**src/rtl/jtg_mst_arbiter.sv**
```systemverilog
// jtg_mst_arbiter: two-to-one Avalon-MM arbiter for the JTAG subsystem.
// Shares one downstream master port between the FPGA-side (r0) and HPS-side (r1) JTAG masters.
// Features:
//   - round-robin grant
//   - command lock while the downstream stalls
//   - in-order read-response routing through a requester-ID FIFO
// Optional macro JTG_ARB_TIMEOUT_EN adds a lock watchdog and the timeout_evt output.
module jtg_mst_arbiter #(
  parameter int unsigned ADDR_W      = 32,
  parameter int unsigned DATA_W      = 32,
  parameter int unsigned MAX_PEND    = 4,
  parameter int unsigned TIMEOUT_CYC = 1024
) (
  input  logic                         clk_clk,
  input  logic                         reset_reset_n,
  input  logic [ADDR_W-1:0]            r0_address,
  input  logic                         r0_read,
  input  logic                         r0_write,
  input  logic [DATA_W-1:0]            r0_writedata,
  input  logic [DATA_W/8-1:0]          r0_byteenable,
  output logic                         r0_waitrequest,
  output logic [DATA_W-1:0]            r0_readdata,
  output logic                         r0_readdatavalid,
  input  logic [ADDR_W-1:0]            r1_address,
  input  logic                         r1_read,
  input  logic                         r1_write,
  input  logic [DATA_W-1:0]            r1_writedata,
  input  logic [DATA_W/8-1:0]          r1_byteenable,
  output logic                         r1_waitrequest,
  output logic [DATA_W-1:0]            r1_readdata,
  output logic                         r1_readdatavalid,
  output logic [ADDR_W-1:0]            d_address,
  output logic                         d_read,
  output logic                         d_write,
  output logic [DATA_W-1:0]            d_writedata,
  output logic [DATA_W/8-1:0]          d_byteenable,
  input  logic                         d_waitrequest,
  input  logic [DATA_W-1:0]            d_readdata,
  input  logic                         d_readdatavalid,
  output logic                         err_spurious_rdv,
  output logic [$clog2(MAX_PEND):0]    pend_count
`ifdef JTG_ARB_TIMEOUT_EN
  ,
  output logic                         timeout_evt
`endif
);

  localparam int unsigned PW = $clog2(MAX_PEND);
  localparam int unsigned CW = PW + 1;
  localparam logic [CW-1:0] MaxPendC = CW'(MAX_PEND);
  localparam logic [DATA_W-1:0] ToData = DATA_W'(32'hDEAD_BEEF);

  typedef enum logic {StIdle = 1'b0, StLocked = 1'b1} state_e;

  state_e              r_state, w_state_nxt;
  logic                r_last_grant, r_lock_id;
  logic [MAX_PEND-1:0] r_fifo_id;
  logic [PW-1:0]       r_wptr, r_rptr;
  logic [CW-1:0]       r_count;
  logic                r_err;

  logic w_full, w_elig0, w_elig1, w_gnt_vld, w_gnt_id;
  logic w_sel_rd, w_sel_wr, w_accept, w_push, w_pop, w_spur, w_head;
  logic w_to_fire, w_to_rdv, w_to_id, w_rt0, w_rt1, w_to0, w_to1;

  // Reads are held back once the ID FIFO is full; writes are posted and always eligible.
  assign w_full  = (r_count == MaxPendC);
  assign w_elig0 = r0_write | (r0_read & ~w_full);
  assign w_elig1 = r1_write | (r1_read & ~w_full);

  // Grant selection: frozen while locked, round-robin on a tie in idle, nothing during reset.
  always_comb begin
    w_gnt_vld = 1'b0;
    w_gnt_id  = 1'b0;
    if (!reset_reset_n) begin
      w_gnt_vld = 1'b0;
    end else if (r_state == StLocked) begin
      w_gnt_vld = 1'b1;
      w_gnt_id  = r_lock_id;
    end else if (w_elig0 && w_elig1) begin
      w_gnt_vld = 1'b1;
      w_gnt_id  = ~r_last_grant;
    end else if (w_elig0) begin
      w_gnt_vld = 1'b1;
      w_gnt_id  = 1'b0;
    end else if (w_elig1) begin
      w_gnt_vld = 1'b1;
      w_gnt_id  = 1'b1;
    end
  end

  // Read together with write is treated as a write.
  assign w_sel_wr = w_gnt_id ? r1_write : r0_write;
  assign w_sel_rd = (w_gnt_id ? r1_read : r0_read) & ~w_sel_wr;

  assign d_write      = w_gnt_vld & w_sel_wr & ~w_to_fire;
  assign d_read       = w_gnt_vld & w_sel_rd & ~w_to_fire;
  assign d_address    = w_gnt_vld ? (w_gnt_id ? r1_address : r0_address) : '0;
  assign d_writedata  = w_gnt_vld ? (w_gnt_id ? r1_writedata : r0_writedata) : '0;
  assign d_byteenable = w_gnt_vld ? (w_gnt_id ? r1_byteenable : r0_byteenable) : '0;

  // A forced timeout completion releases the granted requester regardless of the downstream.
  assign r0_waitrequest = ~(w_gnt_vld & ~w_gnt_id) | (d_waitrequest & ~w_to_fire);
  assign r1_waitrequest = ~(w_gnt_vld & w_gnt_id) | (d_waitrequest & ~w_to_fire);

  assign w_accept = (d_read | d_write) & ~d_waitrequest;
  assign w_push   = w_accept & d_read;
  assign w_pop    = reset_reset_n & d_readdatavalid & (r_count != '0);
  assign w_spur   = reset_reset_n & d_readdatavalid & (r_count == '0);
  assign w_head   = r_fifo_id[r_rptr];

  // Response routing to the requester at the FIFO head (or the timed-out requester).
  assign w_rt0 = w_pop & ~w_head;
  assign w_rt1 = w_pop & w_head;
  assign w_to0 = w_to_rdv & ~w_to_id;
  assign w_to1 = w_to_rdv & w_to_id;
  assign r0_readdatavalid = w_rt0 | w_to0;
  assign r1_readdatavalid = w_rt1 | w_to1;
  assign r0_readdata = w_to0 ? ToData : (w_rt0 ? d_readdata : '0);
  assign r1_readdata = w_to1 ? ToData : (w_rt1 ? d_readdata : '0);

  assign pend_count       = reset_reset_n ? r_count : '0;
  assign err_spurious_rdv = reset_reset_n & r_err;

  // Next-state: lock on a stalled grant, release on acceptance or forced timeout.
  always_comb begin
    w_state_nxt = r_state;
    case (r_state)
      StIdle:   if (w_gnt_vld && d_waitrequest) w_state_nxt = StLocked;
      StLocked: if (w_accept || w_to_fire) w_state_nxt = StIdle;
      default:  w_state_nxt = StIdle;
    endcase
  end

  // State, lock owner and round-robin pointer.
  always_ff @(posedge clk_clk) begin
    if (!reset_reset_n) begin
      r_state      <= StIdle;
      r_last_grant <= 1'b1;
      r_lock_id    <= 1'b0;
    end else begin
      r_state <= w_state_nxt;
      if (r_state == StIdle && w_gnt_vld) r_lock_id <= w_gnt_id;
      if (w_accept || w_to_fire) r_last_grant <= w_gnt_id;
    end
  end

  // Requester-ID FIFO, outstanding-read count and sticky spurious-response flag.
  always_ff @(posedge clk_clk) begin
    if (!reset_reset_n) begin
      r_fifo_id <= '0;
      r_wptr    <= '0;
      r_rptr    <= '0;
      r_count   <= '0;
      r_err     <= 1'b0;
    end else begin
      if (w_push) begin
        r_fifo_id[r_wptr] <= w_gnt_id;
        r_wptr            <= r_wptr + 1'b1;
      end
      if (w_pop) r_rptr <= r_rptr + 1'b1;
      case ({w_push, w_pop})
        2'b10:   r_count <= r_count + 1'b1;
        2'b01:   r_count <= r_count - 1'b1;
        default: r_count <= r_count;
      endcase
      if (w_spur) r_err <= 1'b1;
    end
  end

`ifdef JTG_ARB_TIMEOUT_EN
  localparam int unsigned TW = $clog2(TIMEOUT_CYC);
  localparam logic [TW-1:0] ToLast = TW'(TIMEOUT_CYC - 1);

  logic [TW-1:0] r_to_cnt;
  logic          r_to_rdv, r_to_id;

  assign w_to_fire   = reset_reset_n & (r_state == StLocked) & (r_to_cnt == ToLast);
  assign w_to_rdv    = reset_reset_n & r_to_rdv;
  assign w_to_id     = r_to_id;
  assign timeout_evt = w_to_fire;

  // Lock watchdog; a timed-out read gets a synthetic response one cycle later.
  always_ff @(posedge clk_clk) begin
    if (!reset_reset_n) begin
      r_to_cnt <= '0;
      r_to_rdv <= 1'b0;
      r_to_id  <= 1'b0;
    end else begin
      if (r_state == StLocked && !w_accept && !w_to_fire) r_to_cnt <= r_to_cnt + 1'b1;
      else                                                r_to_cnt <= '0;
      r_to_rdv <= w_to_fire & w_sel_rd;
      r_to_id  <= w_gnt_id;
    end
  end
`else
  logic w_unused_to;
  assign w_to_fire   = 1'b0;
  assign w_to_rdv    = 1'b0;
  assign w_to_id     = 1'b0;
  assign w_unused_to = (TIMEOUT_CYC == 0);
`endif

endmodule

```
**config.mk**
```make
export PLATFORM = sky130hd
export DESIGN_NAME = jtg_mst_arbiter
export DESIGN_NICKNAME = d
export VERILOG_FILES = /design/src/rtl/jtg_mst_arbiter.sv
export SDC_FILE = /design/constraint.sdc
export NUM_CORES = 1
export LEC_CHECK = 0
export ABC_AREA = 1
export BUFFER_PORTS_ARGS = -buffer_cell sky130_fd_sc_hd__buf_2
export CAP_MARGIN = 20
export CORE_AREA = 8 8 117 119
export CTS_CLUSTER_SIZE = 20
export DETAILED_ROUTE_END_ITERATION = 10
export DIE_AREA = 0 0 125 127
export SLEW_MARGIN = 40
export SYNTH_ARGS = -nofsm -noshare
export SYNTH_HDL_FRONTEND = slang
export SYNTH_SLANG_ARGS = --single-unit
```
**constraint.sdc**
```tcl
create_clock -name clk_clk -period 2.4 [get_ports clk_clk]
set_input_delay 0.36 -clock clk_clk [delete_from_list [all_inputs] [get_ports clk_clk]]
set_output_delay 0.36 -clock clk_clk [all_outputs]
set_load 0.01 [all_outputs]
```
==> impl_metrics.yaml <==
placed_design:
  placed_cell_area_um2: 3764
  placedCellCount: 779
  gp_congestion: 0.8468
  portBuffers: 317
  hpwlAfterDp_um: 10770
logic_synthesis:
  ys_seq_area_share_pct: 15.11
  synth-simple-area-share_pct: 26.64
  yosysMostFrequentCell: "nor2_1"
  synth_top_area_share_pct: 29.97
  syn-num-nets: 510
  ys_top_cells_by_area: "a22o_1 30%, nor2_1 16%, dfxtp_1 15%"
  synth_edf_count: 0
  synth_fa_ha_area_share_pct: 4.156
  synth_mux_area_share_pct: 0
  yosysTopAreaCell: "a22o_1"
  synth_top_family_by_area: "compound AO/OA/AOI/OAI gates"
  syn_inst: 328
  synth_compound_area_share_pct: 36.59
  synthTopCellsByCount: "85 x nor2_1, 68 x a22o_1, 59 x inv_1"
  synth_xor_area_share_pct: 0
  synthFlopType: "dfxtp_1"
  syn_area_um2: 1987
  synthArstFlopShare_pct: 0
  avgSynthCellArea_um2: 6.058
  synth.distinct_cells: 23
  ys_seq_elements: 15
  yosysWarnings: 0
clocking:
  clock-sinks: 15
  clock_path_buffers: 2
  clk_pin_slew_ns: 0.05
  postCtsHoldBufs: 0
  cts_buffers: 3
  clk-insertion-delay-late_ns: 0.24
  cts_root_buf: "clkbuf_16"
  htree_levels: 1
  cts_tree: "yes"
worst_hold_path:
  whs_path_depth: 2
  min_from: "reset_reset_n"
  worst_hold_path_type: "input port to register"
layout:
  n_fill_cell: 1280
  stdcell_area_um2: 4013
  final_nets: 826
  fin_cells: 793
  drive_gt1_share_pct: 54.74
  synthToLayoutAreaGrowth_pct: 102.0
flow_run:
  max-cap-violations: 0
global_route:
  antenna_found_initial: 4
  track_usage_pct: 14.87
  overflow: 0
  grt_pass1_wl_um: 19020
  grt_max_degree: 74
  grt_pass1_vias: 3135
setup_path:
  setup.worst_path.end_class: "primary output"
  r2r_start: "r_count[0]"
  critPathMaxStageDelay_ns: 0.35
  rr_endpoint: "r_count[2]"
  critPathKind: "register to primary output"
  rrSetupSlack_ns: 0.17
  cp-startpoint: "r_count[0]"
  endpoint: "d_address[8]"
  path_common_cell: "nand2_1"
  arrival_ns: 1.94
  required_ns: 2.04
  crit_path_top_delay_cell: "dfxtp_4"
  start_kind: "register"
  cp_max_fo: 9
  reg2regPathDepth: 16
  crit_path_cell_trace: "nor2_4 -> nand2_2 -> nand2_1 -> nand2_1 -> nor2_2 -> buf_4 -> nor3_4 -> buf_6 -> buf_12 -> a22o_1 -> buf_2"
floorplan:
  initial_core_util_pct: 16.82
  pin_count: 318
  rows: 40
  fp.dieW_um: 125
  die_area_um2: 15880
  die_height_um: 127
  core_um2: 11810
sta:
  slew_headroom_pct: 78.74
  post-route-period-util_pct: 95.81
  period_needed_ns: 2.299
  setup_violations: 0
  fin_skew_ns: 0.001646
  hold_viol_final: 0
  worstMarginPinSlew_ns: 0.3189
  final-max-slew-violation-count: 0
  max_freq_mhz: 434.9
power:
  intPower_w: 0.0008867
  p_sw_w: 0.0005255
  seq_power_share_pct: 19.7
  pwr-share-comb_pct: 57.5
  swShare_pct: 37.21
  leakage_nw: 2.664
  pwr-share-clk_pct: 22.9
  p_per_area_nw_per_um2: 351.9
  irDropWorstVdd_uv: 310.6
detailed_routing:
  finalWirelength_um: 13140
  ant_nets: 0
  first_pass_iters: 5
  drc: 0
  vias_per_cell: 4.264
  wire_per_inst_um: 16.57
  drt_iter0_drc: 175
  vias: 3381
run_status:
  outcome: "finished clean"
layout make-up:
type | count | area (um^2) | area share [%]
diodes | 3 | 7.507 | 0.1871
clock buffers | 4 | 78.83 | 1.964
inverters | 61 | 231.5 | 5.769
multi-input cells | 229 | 1356 | 33.80
flip-flops and latches | 15 | 305.3 | 7.608
well taps | 147 | 183.9 | 4.584
repair buffers | 334 | 1849 | 46.09
worst min-delay path by stage:
stage                         endpoint
after floorplan                  r_err
after global placement           r_err
after detailed placement         r_err
after CTS                 r_last_grant
after global routing      r_last_grant
final                     r_last_grant
cells by family (layout without fill, tap and decap cells):
kind of cell	count (synthesis)	after routing
AOI/OAI and AO/OA	93	93
adders and majority gates	6	6
buffers and inverters	84	399
DFF	15	15
other	0	3
and+or+nand+nor	130	130
what timing repair did:
action	in CTS	in global routing
pin swaps	2	4
hold endpoints to repair	0	0
endpoints found under the setup margin	3	69
buffers inserted	3	0
gates cloned	3	1
resized for setup	11	7
layer usage:
| metal | up-vias | wire length, um | global-route usage (%) |
|---|---|---|---|
| li1 | 1716 | - | - |
| met1 | 1507 | 5249 | 16.98 |
| met2 | 148 | 6859 | 26.78 |
| met3 | 10 | 913 | 3.993 |
| met4 | 0 | 115 | 4.011 |
| met5 | - | 0 | 0 |
state kept, by name, summed over array words and instances (netlist names):
| signal | count |
|---|---|
| r_fifo_id | 4 |
| r_wptr | 2 |
| r_last_grant | 1 |
| r_count | 3 |
| r_rptr | 2 |
| r_lock_id | 1 |
| r_err | 1 |
| r_state | 1 |
layout by cell type, fill, tap and decap left out, types with 2 or more instances in the layout:
cell type  Yosys  final
buf_16         0      3
nand3_1        6      6
nor2_1        85     84
nand2_2        2      5
clkbuf_16      0      4
nor2_4         1      2
dfxtp_1       15     13
ha_1           5      5
a21oi_1       11     11
buf_4          1      7
nand2_1       33     30
buf_6          1      2
o21ai_0       12      9
diode_2        0      3
buf_2         17    317
a22o_1        68     68
inv_1         59     59
o21ai_1        0      3
buf_12         0      4
worst max-delay path, delay by kind of cell, from the launching register on:
family / cells / cell delay, ns
AO/OA/AOI/OAI: 1 / 0.23
buffers and inverters: 4 / 0.56
flip-flops: 1 / 0.35
AND/OR/NAND/NOR: 6 / 0.54
power groups by stage:
stage / Combinational (W) / Clock [W] / Sequential [W]
after floorplan: 0.000388 / 0 / 0.000279
after global placement: 0.000745 / 0 / 0.000280
after detailed placement: 0.000744 / 0 / 0.000281
after CTS: 0.000806 / 0.000332 / 0.000278
after global routing: 0.000883 / 0.000341 / 0.000280
final: 0.000811 / 0.000323 / 0.000278
metrics by stage:
stage          hold slack (ns)  power [W]  setup TNS, ns  utilization, %  setup slack, ns
4_1_cts                 0.3658   0.001415              0           33.61          0.01938
5_1_grt                 0.3839   0.001505      -0.003664           33.97        -0.003664
2_1_floorplan           0.4194  0.0006668              0               -           0.1054
3_3_place_gp            0.4581   0.001026              0           31.86          0.05944
6_report                0.3624   0.001412              0           33.97           0.1005
3_5_place_dp            0.4502   0.001025              0           31.86          0.02898
Note: power is estimated with default switching activity, not from simulation.
